===== src/rtl/sram_arb_pkg.sv =====
// Shared types and constants for the two-port SRAM arbiter.
package sram_arb_pkg;

  localparam int SRAM_AW = 18;
  localparam int SRAM_DW = 16;

  typedef enum logic [1:0] {
    ST_IDLE    = 2'd0,
    ST_ACCESS  = 2'd1,
    ST_RECOVER = 2'd2
  } state_e;

  // One captured port request.
  typedef struct packed {
    logic               we;
    logic [SRAM_AW-1:0] addr;
    logic [SRAM_DW-1:0] wdata;
    logic [1:0]         mask;
  } req_t;

endpackage


===== src/rtl/sram_arb_grant.sv =====
// Two-requester grant logic, one-hot output.
// Default: round-robin using a last-grant flop (resets to port 1 so port 0
// wins the first contest). With SRAM_ARBITER_FIXED_PRIO_EN defined, port 0
// always wins and the last-grant flop does not exist.
module sram_arb_grant (
`ifndef SRAM_ARBITER_FIXED_PRIO_EN
  input  logic       CLK,
  input  logic       reset,
  input  logic       adv,
`endif
  input  logic [1:0] req,
  output logic [1:0] gnt
);

`ifdef SRAM_ARBITER_FIXED_PRIO_EN
  // Port 0 has absolute priority.
  always_comb begin
    gnt = 2'b00;
    if (req[0])      gnt = 2'b01;
    else if (req[1]) gnt = 2'b10;
  end
`else
  logic last_q, last_d;

  // On a tie the port not served last wins; a lone requester always wins.
  always_comb begin
    gnt = req;
    if (req == 2'b11) gnt = last_q ? 2'b01 : 2'b10;
  end

  // Remember which port was granted whenever a grant is taken.
  always_comb begin
    last_d = last_q;
    if (adv) last_d = gnt[1];
  end

  // Last-grant register.
  always_ff @(posedge CLK) begin
    if (reset) last_q <= 1'b1;
    else       last_q <= last_d;
  end
`endif

endmodule


===== src/rtl/sram_arbiter.sv =====
// Two-port arbiter in front of an asynchronous 16-bit SRAM.
// IDLE -> ACCESS (WAIT_CYCLES cycles) -> RECOVER (1 cycle) -> IDLE.
// Optional macro SRAM_ARBITER_FIXED_PRIO_EN selects fixed priority (port 0).
module sram_arbiter
  import sram_arb_pkg::*;
#(
  parameter int unsigned WAIT_CYCLES = 2  // strobe length, legal 1..15
) (
  input  logic               CLK,
  input  logic               reset,
  input  logic               p0_valid,
  output logic               p0_ready,
  input  logic               p0_we,
  input  logic [SRAM_AW-1:0] p0_addr,
  input  logic [SRAM_DW-1:0] p0_wdata,
  input  logic [1:0]         p0_mask,
  output logic               p0_rsp_valid,
  output logic [SRAM_DW-1:0] p0_rdata,
  input  logic               p1_valid,
  output logic               p1_ready,
  input  logic               p1_we,
  input  logic [SRAM_AW-1:0] p1_addr,
  input  logic [SRAM_DW-1:0] p1_wdata,
  input  logic [1:0]         p1_mask,
  output logic               p1_rsp_valid,
  output logic [SRAM_DW-1:0] p1_rdata,
  output logic [SRAM_AW-1:0] sram_addr,
  input  logic [SRAM_DW-1:0] sram_dat_read,
  output logic [SRAM_DW-1:0] sram_dat_write,
  output logic               sram_dat_writeEnable,
  output logic               sram_cs,
  output logic               sram_we,
  output logic               sram_oe,
  output logic               sram_ub,
  output logic               sram_lb
);

  localparam logic [3:0] CNT_INIT = 4'(WAIT_CYCLES - 1);

  state_e                  state_q, state_d;
  logic [3:0]              cnt_q, cnt_d;
  req_t                    req_q, req_d;
  logic [1:0]              gnt_q, gnt_d;
  logic [1:0][SRAM_DW-1:0] rdata_q, rdata_d;

  logic [1:0] req_vld, gnt;
  logic       accept, in_acc, in_rec;
  req_t       req0, req1;

  assign req_vld = {p1_valid, p0_valid};
  assign accept  = (state_q == ST_IDLE) && (|req_vld) && !reset;
  assign in_acc  = (state_q == ST_ACCESS);
  assign in_rec  = (state_q == ST_RECOVER) && !reset;
  assign req0    = '{we: p0_we, addr: p0_addr, wdata: p0_wdata, mask: p0_mask};
  assign req1    = '{we: p1_we, addr: p1_addr, wdata: p1_wdata, mask: p1_mask};

  sram_arb_grant u_grant (
`ifndef SRAM_ARBITER_FIXED_PRIO_EN
    .CLK   (CLK),
    .reset (reset),
    .adv   (accept),
`endif
    .req   (req_vld),
    .gnt   (gnt)
  );

  // Next-state, request capture, wait counter and read-data capture.
  always_comb begin
    state_d = state_q;
    cnt_d   = cnt_q;
    req_d   = req_q;
    gnt_d   = gnt_q;
    rdata_d = rdata_q;
    case (state_q)
      ST_IDLE: begin
        if (|req_vld) begin
          state_d = ST_ACCESS;
          cnt_d   = CNT_INIT;
          gnt_d   = gnt;
          req_d   = gnt[1] ? req1 : req0;
        end
      end
      ST_ACCESS: begin
        if (cnt_q == 4'd0) begin
          state_d = ST_RECOVER;
          // Sample the bus on the last strobe cycle, when data has settled.
          if (!req_q.we) rdata_d[gnt_q[1]] = sram_dat_read;
        end else begin
          cnt_d = cnt_q - 4'd1;
        end
      end
      ST_RECOVER: state_d = ST_IDLE;
      default:    state_d = ST_IDLE;
    endcase
  end

  // State registers; reset abandons any in-flight access.
  always_ff @(posedge CLK) begin
    if (reset) begin
      state_q <= ST_IDLE;
      cnt_q   <= '0;
      req_q   <= '0;
      gnt_q   <= '0;
      rdata_q <= '0;
    end else begin
      state_q <= state_d;
      cnt_q   <= cnt_d;
      req_q   <= req_d;
      gnt_q   <= gnt_d;
      rdata_q <= rdata_d;
    end
  end

  // Handshakes and responses.
  assign p0_ready     = accept && gnt[0];
  assign p1_ready     = accept && gnt[1];
  assign p0_rsp_valid = in_rec && gnt_q[0];
  assign p1_rsp_valid = in_rec && gnt_q[1];
  assign p0_rdata     = rdata_q[0];
  assign p1_rdata     = rdata_q[1];

  // SRAM pins: address/data come straight from the captured request so they
  // stay put through ACCESS and RECOVER; strobes only assert during ACCESS.
  assign sram_addr            = req_q.addr;
  assign sram_dat_write       = req_q.wdata;
  assign sram_dat_writeEnable = in_acc && req_q.we;
  assign sram_cs              = !in_acc;
  assign sram_we              = !(in_acc && req_q.we);
  assign sram_oe              = !(in_acc && !req_q.we);
  assign sram_ub              = !(in_acc && req_q.mask[1]);
  assign sram_lb              = !(in_acc && req_q.mask[0]);

endmodule


===== config.mk =====
export PLATFORM = sky130hd
export DESIGN_NAME = sram_arbiter
export DESIGN_NICKNAME = d
export VERILOG_FILES = /design/src/rtl/sram_arb_pkg.sv /design/src/rtl/sram_arb_grant.sv /design/src/rtl/sram_arbiter.sv
export SDC_FILE = /design/constraint.sdc
export NUM_CORES = 1
export LEC_CHECK = 0
export BUFFER_PORTS_ARGS = -buffer_cell sky130_fd_sc_hd__clkbuf_2
export CAP_MARGIN = 15
export CORE_UTILIZATION = 30
export CTS_CLUSTER_SIZE = 8
export DETAILED_ROUTE_END_ITERATION = 6
export SYNTH_ARGS = -nofsm -noshare
export SYNTH_HDL_FRONTEND = slang
export SYNTH_SLANG_ARGS = --single-unit
export TNS_END_PERCENT = 5

===== constraint.sdc =====
create_clock -name CLK -period 2.09 [get_ports CLK]
set_input_delay 0.3135 -clock CLK [delete_from_list [all_inputs] [get_ports CLK]]
set_output_delay 0.3135 -clock CLK [all_outputs]
set_load 0.01 [all_outputs]

==> metrics.yaml <==
detailed_routing:
  via_per_inst: 4.50
  post_drt_wl_per_cell_um: 13.3
  ant_nets: 0
  drt_wl_total_mm: 8.26
  drc: 28
  dr.pass1.iters: 6
  drt_iter0_markers: 104
  vias: 2794
global_routing:
  grt_start_max_net_pins: 38
  antenna_found_initial: 0
  gr-total-overflow: 0
  grt_pass1_wl_mm: 13.5
  grt_pass1_vias: 2795
  grt_util_all_layers_pct: 13.8
worst_hold_path:
  hold_path_depth: 3
  holdPathEnd: "p1_rdata[9]"
  holdCritStartpoint: "sram_dat_read[9]"
  hp-class: "in2reg"
worst_setup_path:
  cp.required_ps: 2300
  reg2reg_depth: 6
  worstPathArrival_ps: 2100
  reg2reg_from: "cnt_q[0]"
  startpoint_type: "flop"
  path_max_fanout: 13
  setup.worst_path.end_class: "flop"
  reg2reg_to: "p0_rdata[9]"
  ff2ff_setup_slack_ps: 190
  crit_type: "reg2reg"
floorplanning:
  initial_utilization_pct: 30.9
  ios: 170
  die_h_um: 111
  die-area_um2: 12300
  die_w_um: 111
  num_rows: 39
  core_um2: 11500
clock_network:
  cts-root-buf: "clkbuf_16"
  cts_setup_buffers: 0
  cts_tree: "built"
  cts_hold_buf: 0
  clk_latency_ps: 330
  numClockSinks: 78
  cts_buffers: 9
  htree_levels: 3
  clock_path_buffers: 2
  clk_pin_slew_ps: 60
  cts_resized: 0
yosys:
  syn_area_per_cell_um2: 10.5
  syn_inst: 339
  syn_nets: 435
  synth-edff-count: 0
  synth.yosys.seq_area_share_pct: 43.8
  ys_async_sr_fraction_pct: 0
  synthTopCellsByCount: "78 x dfxtp_1, 69 x mux2i_1, 48 x nand2b_1"
  synth_warnings: 0
  synth_area_um2: 3560
  synth_area_leaders: "dfxtp_1 44%, mux2i_1 19%, o2bb2ai_1 9.1%"
  ys_types: 39
  synth_ff_type: "dfxtp_1"
  synth.most_common_cell: "dfxtp_1"
  synth_top_area_share_pct: 43.8
  ys_ff_latch: 78
  synth.largest_area_cell: "dfxtp_1"
status:
  violations: "DRC"
  outcome: "finished, violations left"
placement:
  gp_congestion: 0.793
  hpwl_mm: 6.47
  dp_slack_ps: 178
  port_buffers: 169
sta:
  slew_violations: 0
  setup_violations: 0
  finalHoldViolCount: 0
  rsz0062_at_grt: "false"
  timing.fmax_ghz: 0.527
  slew_headroom_pct: 66.7
  timing.final.crit_period_ps: 1900
  timing.final.crit_share_pct: 90.7
  setup_tns_ps: 0
  setup_ws_ps: 194
  worst_slew_pin_slew_ps: 499
  clock_skew_ps: 7.45
pwr:
  leakagePower_nw: 2.19
  ir_worst_vdd_uv: 342
  p_per_area_nw_per_um2: 875
layout:
  nNetsFinal: 569
  diodes: 0
  drive_above_1_share_pct: 42.3
  finish.utilization_pct: 40.6
  area_growth_pct: 31.1
run:
  drv_cap: 0
cells by family (layout without fill, tap and decap cells):
| kind of cell | Yosys count | after routing | synth area share [%] |
|---|---|---|---|
| DFF | 78 | 78 | 43.8 |
| and+or+nand+nor | 76 | 76 | 13.7 |
| muxes | 69 | 69 | 19.4 |
| buffers and inverters | 63 | 202 | 10.7 |
| AOI/OAI and AO/OA | 51 | 51 | 11.8 |
| adders and majority gates | 2 | 2 | 0.702 |
where the power goes:
group | leakage [nW] | internal [W] | switching (W)
clock | 0.156 | 0.00108 | 0.000592
sequential | 0.638 | 0.00162 | 0.0000770
combinational | 1.39 | 0.000344 | 0.000373
how the worst max path moves through the flow:
stage / start / endpoint / slack, ps / depth (start not counted)
floorplan: cnt_q[0] / p0_rdata[10] / 260 / 7
global placement: cnt_q[0] / p0_rdata[1] / 260 / 6
detailed placement: cnt_q[0] / p0_rdata[9] / 180 / 6
CTS: cnt_q[0] / p0_rdata[9] / 180 / 6
global route: cnt_q[0] / p0_rdata[5] / 100 / 6
finish: cnt_q[0] / p0_rdata[9] / 190 / 6
flip-flops by register name, indices dropped and copies added, names as in the netlist:
signal          count
sram_addr          18
p0_rdata           16
p1_rdata           16
sram_dat_write     16
cnt_q               4
req_q               3
gnt_q               2
state_q             2
u_grant.last_q      1
layout make-up:
cell class                      instances  area [µm²]
Clock buffer                           11         243
Multi-Input combinational cell        198        1640
Inverter                                7        28.8
Fill cell                            1145        6850
Clock inverter                          5        81.3
Sequential cell                        78        1560
Tap cell                              143         179
Timing Repair Buffer                  179         933
stage by stage:
| stage | hold slack [ps] | instance area, µm² | instances | total power, W |
|---|---|---|---|---|
| 2_1_floorplan | 432 | 3560 | 339 | 0.00224 |
| 3_3_place_gp | 447 | 4350 | 605 | 0.00244 |
| 3_5_place_dp | 447 | 4350 | 605 | 0.00246 |
| 4_1_cts | 252 | 4670 | 621 | 0.00415 |
| 5_1_grt | 257 | 4670 | 621 | 0.00431 |
| 6_report | 260 | 4670 | 621 | 0.00409 |
cell usage in the layout (no fill, tap or decap), types with 2 or more instances in the layout:
cell type	synthesis	layout
a21oi_1	4	3
clkbuf_2	0	169
o21ai_0	2	2
nor4bb_1	2	2
o2bb2ai_1	37	37
dfxtp_1	78	78
bufinv_16	0	2
nand2_1	7	7
inv_1	6	6
a21o_1	2	2
buf_4	34	9
nand2b_1	48	48
mux2i_1	69	69
ha_1	2	2
or4_1	3	3
clkbuf_16	0	9
nor3_1	2	2
critical path, cell delays in order, from the launching register on:
cell     delay, ps
dfxtp_1        320
inv_1          100
ha_1           170
or3b_4         410
or4_1          400
buf_4          220
mux2i_1        150
per-layer routing:
layer	GRT usage (%)	part of all wire, %
met5	0	0
met4	6.39	1.7
met3	3.77	6.6
met2	23.5	48
met1	16.1	43
Power figures use the tool's default switching activity.
